<file path="src/rtl/minterm_pkg.sv">
// Shared types and constants for the minterm scanner.
package minterm_pkg;
  localparam int N_IN = 5;
  localparam logic [31:0] DEFAULT_TRUTH = 32'h7BE6_4D5E;

  typedef enum logic [1:0] {IDLE, SCAN, HOLD, DONE} state_t;
endpackage

</file>
<file path="src/rtl/truth_lut.sv">
// Combinational 5-input truth table: Y is bit A of TRUTH.
module truth_lut
  import minterm_pkg::*;
#(
  parameter logic [31:0] TRUTH = DEFAULT_TRUTH
) (
  input  logic [N_IN-1:0] A,
  output logic            Y
);
  assign Y = TRUTH[A];
endmodule

</file>
<file path="src/rtl/minterm_scanner.sv">
// Sweeps all 32 input codes and streams every code whose output equals sel
// (ON-set or OFF-set) over valid/ready; one transfer per HOLD handshake.
module minterm_scanner
  import minterm_pkg::*;
#(
  parameter logic [31:0] TRUTH = DEFAULT_TRUTH
) (
  input  logic       clk,
  input  logic       reset,
  input  logic       start,
  input  logic       sel,
  output logic       m_valid,
  output logic [4:0] m_index,
  input  logic       m_ready,
  output logic       busy,
  output logic       done,
  output logic [5:0] count
);
  state_t          state_q, state_d;
  logic [N_IN-1:0] code_q;
  logic            sel_q;
  logic            y;
  logic            accept, code_inc, emit, xfer;

  truth_lut #(.TRUTH(TRUTH)) u_lut (
    .A(code_q),
    .Y(y)
  );

  always_ff @(posedge clk or posedge reset) begin
    if (reset) state_q <= IDLE;
    else       state_q <= state_d;
  end

  // Code 31 never increments: both SCAN and HOLD route it straight to DONE.
  always_comb begin
    state_d  = state_q;
    accept   = 1'b0;
    code_inc = 1'b0;
    emit     = 1'b0;
    xfer     = 1'b0;
    case (state_q)
      IDLE: begin
        if (start) begin
          accept  = 1'b1;
          state_d = SCAN;
        end
      end
      SCAN: begin
        if (y == sel_q) begin
          emit    = 1'b1;
          state_d = HOLD;
        end else if (code_q == 5'd31) begin
          state_d = DONE;
        end else begin
          code_inc = 1'b1;
        end
      end
      HOLD: begin
        if (m_valid && m_ready) begin
          xfer = 1'b1;
          if (code_q == 5'd31) begin
            state_d = DONE;
          end else begin
            code_inc = 1'b1;
            state_d  = SCAN;
          end
        end
      end
      DONE:    state_d = IDLE;
      default: state_d = IDLE;
    endcase
  end

  always_ff @(posedge clk or posedge reset) begin
    if (reset) begin
      code_q  <= '0;
      sel_q   <= 1'b0;
      m_valid <= 1'b0;
      m_index <= '0;
      count   <= '0;
    end else begin
      if (accept) begin
        code_q <= '0;
        count  <= '0;
        sel_q  <= sel;
      end
      if (code_inc) code_q <= code_q + 5'd1;
      if (emit) begin
        m_valid <= 1'b1;
        m_index <= code_q;
      end
      if (xfer) begin
        m_valid <= 1'b0;
        count   <= count + 6'd1;
      end
    end
  end

  assign busy = (state_q != IDLE);
  assign done = (state_q == DONE);
endmodule

</file>
<file path="config.mk">
export PLATFORM = sky130hd
export DESIGN_NAME = minterm_scanner
export DESIGN_NICKNAME = d
export VERILOG_FILES = /design/src/rtl/minterm_pkg.sv /design/src/rtl/truth_lut.sv /design/src/rtl/minterm_scanner.sv
export SDC_FILE = /design/constraint.sdc
export NUM_CORES = 1
export LEC_CHECK = 0
export ABC_CLOCK_PERIOD_IN_PS = 5800
export BUFFER_PORTS_ARGS = -buffer_cell sky130_fd_sc_hd__buf_2
export CAP_MARGIN = 20
export CORE_MARGIN = 10
export CORE_UTILIZATION = 50
export CTS_BUF_LIST = sky130_fd_sc_hd__clkbuf_8
export CTS_CLUSTER_DIAMETER = 50
export CTS_CLUSTER_SIZE = 8
export DETAILED_ROUTE_END_ITERATION = 10
export PLACE_DENSITY = 0.78
export SLEW_MARGIN = 20
export SYNTH_ARGS = -nofsm -noshare
export SYNTH_HDL_FRONTEND = slang
export SYNTH_SLANG_ARGS = --single-unit
</file>
<file path="constraint.sdc">
create_clock -name clk -period 5.8 [get_ports clk]
set_input_delay 0.29 -clock clk [delete_from_list [all_inputs] [get_ports clk]]
set_output_delay 0.29 -clock clk [all_outputs]
set_load 0.05 [all_outputs]
</file>
== Word-level counts from Yosys, hierarchy flattened ==
Memories as Yosys holds them, arrays and structs flattened.
Index checks and enable logic that the tools add are counted.
Widths: inputs -> output; s select.

* Register bits: 20
* Memory bits (read-only): 32
* Output and inout bits: 14
* Word-level logic and storage cells: 48
* Memories: 1

{| class="wikitable"
|+ Memories
! memory !! depth !! width !! rd ports !! clocked after memory_dff !! wr ports !! RTL line !! text
|-
| (name not given) || 32 || 1 || 1 || 0 || 0 || truth_lut.sv:10 || <nowiki>assign Y = TRUTH[A];</nowiki>
|}

* Add/subtract/negate cells: 2
* Magnitude comparators: 1
* Equality and inequality tests: 8
* Multiplexer cells: 23
* Reduce and logical (&&, ||, !) cells: 7

{| class="wikitable"
|+ Operators by type and width
! operator !! count
|-
| $mux 1 || 12
|-
| $mux 6 || 2
|-
| $mux 2 || 5
|-
| $mux 5 || 2
|-
| $pmux 2 s4 || 1
|-
| $reduce_bool 2->1 || 4
|-
| $add 6x1->6 const B || 1
|-
| $lt 5x6->1 const B || 1
|-
| $add 5x1->5 const B || 1
|-
| $eq 5x5->1 const B || 1
|-
| $eq 2x2->1 const B || 2
|-
| $ne 2x2->1 const B || 2
|-
| $ne 3x3->1 const B || 1
|-
| $reduce_and 3->1 || 1
|-
| $eq 2x1->1 const B || 1
|-
| $logic_not 2->1 || 1
|-
| $pmux 1 s2 || 1
|-
| $eq 1x1->1 || 1
|-
| $logic_and 1x1->1 || 1
|}

== Logic depth before layout (Yosys ltp) ==
* Depth in word-level cells: 7
* Gate-level depth with buffers: 8
* Depth with buffers taken out: 8

== Hierarchy ==
A second synthesis with hierarchy kept.

* Cell total of the unflattened synthesis: 116
* Area total of the unflattened synthesis: 1232.4 µm²

{| class="wikitable"
|+ By module, submodules not included
! module !! instances !! cells each !! area an instance (µm²) !! sequential area each (µm²)
|-
| minterm_scanner || 1 || 101 || 1086.0 || 500.5
|-
| truth_lut || 1 || 15 || 146.4 || 0.0
|}

== Worst setup path before layout ==
Ideal clock, no wire load.

* Path type: register to register
* Start: reg code_q[0]
* End: reg m_index[2]
* Arrival time: 2.134 ns
* Required time: 5.675 ns
* Path slack: 3.542 ns
* Cell stages (with the launch flop): 9
* Path buffers: 0
* Clock period less this slack: 2.258 ns
* Path through: dfrtp_1 inv_1 ha_1 inv_1 mux2i_1 mux4_2 xor2_1 nand2b_4 mux2_2

* Word-level cells in the longest chain between the ends: 5

{| class="wikitable"
|+ RTL lines
! item !! RTL line !! text
|-
| start: declaration || minterm_scanner.sv:20 || <nowiki>logic [N_IN-1:0] code_q;</nowiki>
|-
| start signal: assignment || minterm_scanner.sv:88 || <nowiki>if (code_inc) code_q <= code_q + 5'd1;</nowiki>
|-
| $mem_v2 32x1 || -- ||
|-
| $mux 1 (not written as such) || truth_lut.sv:10 ||
|-
| $eq 1x1->1 || minterm_scanner.sv:50 || <nowiki>if (y == sel_q) begin</nowiki>
|-
| $mux 1 || minterm_scanner.sv:50 ||
|-
| $mux 1 || minterm_scanner.sv:42 || <nowiki>case (state_q)</nowiki>
|-
| end signal: assignment || minterm_scanner.sv:91 || <nowiki>m_index <= code_q;</nowiki>
|-
| end: declaration || minterm_scanner.sv:13 || <nowiki>output logic [4:0] m_index,</nowiki>
|}

No other way between the ends. The select of a mux whose other input is x is not followed.
A chain may end at the register's enable or synchronous reset.

== Worst setup path after layout ==
* Start: reg code_q[0]
* End: reg m_index[4]

The elaborated chain is that of the path after synthesis.

==> reports/qor.txt <==
CTS Root Buffer Type - clkbuf_8
Antenna-violating nets left - 0
Leakage - 0.732 nW
I/O pin cnt - 19
Worst skew pair latency - 0.26 ns
Asr flop ratio synth - 100%
Commonest cells after routing, fill and taps aside - 20 x dfrtp_1, 18 x buf_2, 14 x nand2_1
Clock Sinks - 20
Largest net degree at the start of global routing - 21
Port Buf Inserts - 18
CTS Buf Count - 3
Sequential-to-total area share from yosys stat - 40.3%
Vias in the first global route - 959
Required time worst endpoint - 5.94 ns
Most common cell after layout, fill and taps aside - dfrtp_1
Avg WL per Cell - 14.0 µm
Syn Nets - 140
GR Layer Usage met3 - 2.68%
Final setup viols - 0
Area of the multi-input gates - 686 µm²
Pwr dens - 576 mW/mm²
Pint - 0.000446 W
Maximum vdd drop - 321 µV
Sequential Area - 500 µm²
Clock-pin slew on the worst setup and hold paths - 0.08 ns
Setup_tns - 0 ns
Vias per cell - 5.35
Vias - 926
Die ar. - 0.00488 mm²
Diode count - 0
Main flop type after synthesis - dfrtp_1
Hold Path Class - in2async
GR Util met1 - 11.1%
Reg power frac - 28.5%
Router iterations before antenna repair - 4
DRC Markers - 0
H-tree depth - 1
Psw - 0.000375 W
Comb pwr share - 54.5%
Max-slew violations - 0
Sw Ratio - 45.6%
Clock Skews - 0.00931 ns
Die Wd - 69.9 µm
Global route overflow - 0
Initial Utilization - 51.1%
WL final - 2.42 mm
Power Total - 0.000821 W
Number of flops mapped to enable cells by yosys - 0
# fillers - 206
Nets - 161
Post-CTS Resized - 0
Routability cong. - 0.784
Worst Path Max Fanout - 7
Final min period - 2.47 ns
Achievable Freq - 0.404 GHz
Clock Path Buffers - 2
P&R area growth vs syn - 14.8%
Tcrit/Tclk final - 42.7%
First-pass GRT wire length - 4.22 mm
Grt met2 use - 17.2%
Avg Inst Size Synth - 10.1 µm²
Slew HR - 48.6%
Post-Syn Area - 0.00124 mm²
Number of hold buffers added after cts - 0
Register bit total from synthesis - 20
Post-CTS setup buffers - 0
Status - complete, no violations
Initial antenna violation count - 0
Overall Global Routing Usage - 9.98%
Slew @ Worst Pin - 0.770 ns
RSZ-0062 raised after global routing - no
Post-Syn Instances - 123
Warnings, synthesis - 0
Arr. time, crit path - 2.62 ns
Max Cap Viol - 0
Layout cells sized above 1 - 21.7%
CTS tree - done
Most used routing layer - met2
Critical path endpoint category - flop
Critical Path Start Type - flop
WS Path Type - reg2reg
DP HPWL - 1.84 mm
Clock Power Share - 17.0%
Distinct cells, synth - 31
1st-iter DRT viols - 61
Die Y - 69.9 µm
Core box area - 0.00243 mm²
Hold Vio Cnt, Final - 0
Placement Rows - 18
[synthesized netlist by cell type, types with 2 or more instances]
master	n	area [µm²]
nand3_1	6	30.0
a21oi_1	2	10.0
dfrtp_1	20	500
o21ai_0	12	60.1
ha_1	12	150
a2bb2oi_1	2	17.5
and3_1	3	18.8
xor2_1	3	26.3
inv_1	11	41.3
nand2b_1	5	31.3
mux2_2	4	45.0
mux2i_1	7	70.1
nand2_1	14	52.6
nor2_1	5	18.8
[sequential cells by signal, indices dropped and copies added (netlist names)]
signal and cells:
count 6, state_q 2, m_valid 1, m_index 5, sel_q 1, code_q 5
[cells by family (layout without fill, tap and decap cells)]
family | Yosys count | after routing | synth area share (%)
AOI/OAI and AO/OA | 22 | 22 | 10.8
xor gates and xnor gates | 3 | 3 | 2.12
adders and majority gates | 12 | 12 | 12.1
buffers and inverters | 13 | 33 | 4.53
DFF | 20 | 20 | 40.3
muxes | 14 | 14 | 14.1
and+or+nand+nor | 39 | 39 | 16.1
[area by class of cell]
cell class	instances	area share [%]
well taps	30	2.63
inverters	11	2.89
repair buffers	18	6.32
multi-input cells	90	48.1
clock inverters	1	2.11
flip-flops and latches	20	35.1
clock buffers	3	2.89
[through the flow]
| stage | utilization (%) | area [µm²] | hold slack (ns) | setup WS, ns | std cells |
|---|---|---|---|---|---|
| after floorplan | - | 1240 | 0.254 | 3.54 | 123 |
| after global placement | 55.7 | 1360 | 0.459 | 3.45 | 169 |
| after detailed placement | 55.7 | 1360 | 0.464 | 3.34 | 169 |
| after CTS | 58.6 | 1430 | 0.181 | 3.33 | 173 |
| after global routing | 58.6 | 1430 | 0.233 | 3.19 | 173 |
| final | 58.6 | 1430 | 0.152 | 3.33 | 173 |
[per-layer routing]
layer | wire length (µm) | vias to the layer above
met3 | 102 | 6
met4 | 40 | 0
met5 | 0 | -
met2 | 1180 | 14
met1 | 1100 | 443
li1 | - | 463
[power groups by stage]
| stage | clock, W | combinational, W | sequential [W] |
|---|---|---|---|
| after floorplan | 0 | 0.000305 | 0.000297 |
| after global placement | 0 | 0.000435 | 0.000234 |
| after detailed placement | 0 | 0.000448 | 0.000237 |
| after CTS | 0.000141 | 0.000451 | 0.000234 |
| after global routing | 0.000146 | 0.000493 | 0.000244 |
| final | 0.000139 | 0.000448 | 0.000234 |
[worst paths after layout]
| path | start | end | slack [ns] | cells past startpoint |
|---|---|---|---|---|
| min in group clk | sel | sel_q | 0.27 | 2 |
| max reg2reg | code_q[0] | m_index[4] | 3.33 | 8 |
| max in group asynchronous | reset | state_q[1] | 5.15 | 2 |
| min reg2reg | m_index[4] | m_index[4] | 0.52 | 1 |
| max | code_q[0] | m_index[4] | 3.33 | 8 |
| min | reset | code_q[3] | 0.15 | 2 |
[critical path, stage by stage (launching register included)]
cell and delay (ns):
dfrtp_1 0.45, inv_1 0.13, ha_1 0.30, inv_1 0.09
mux2i_1 0.07, mux4_2 0.54, xor2_1 0.24, nand2b_4 0.21
mux2_2 0.33
(Power assumes the default switching activity.)
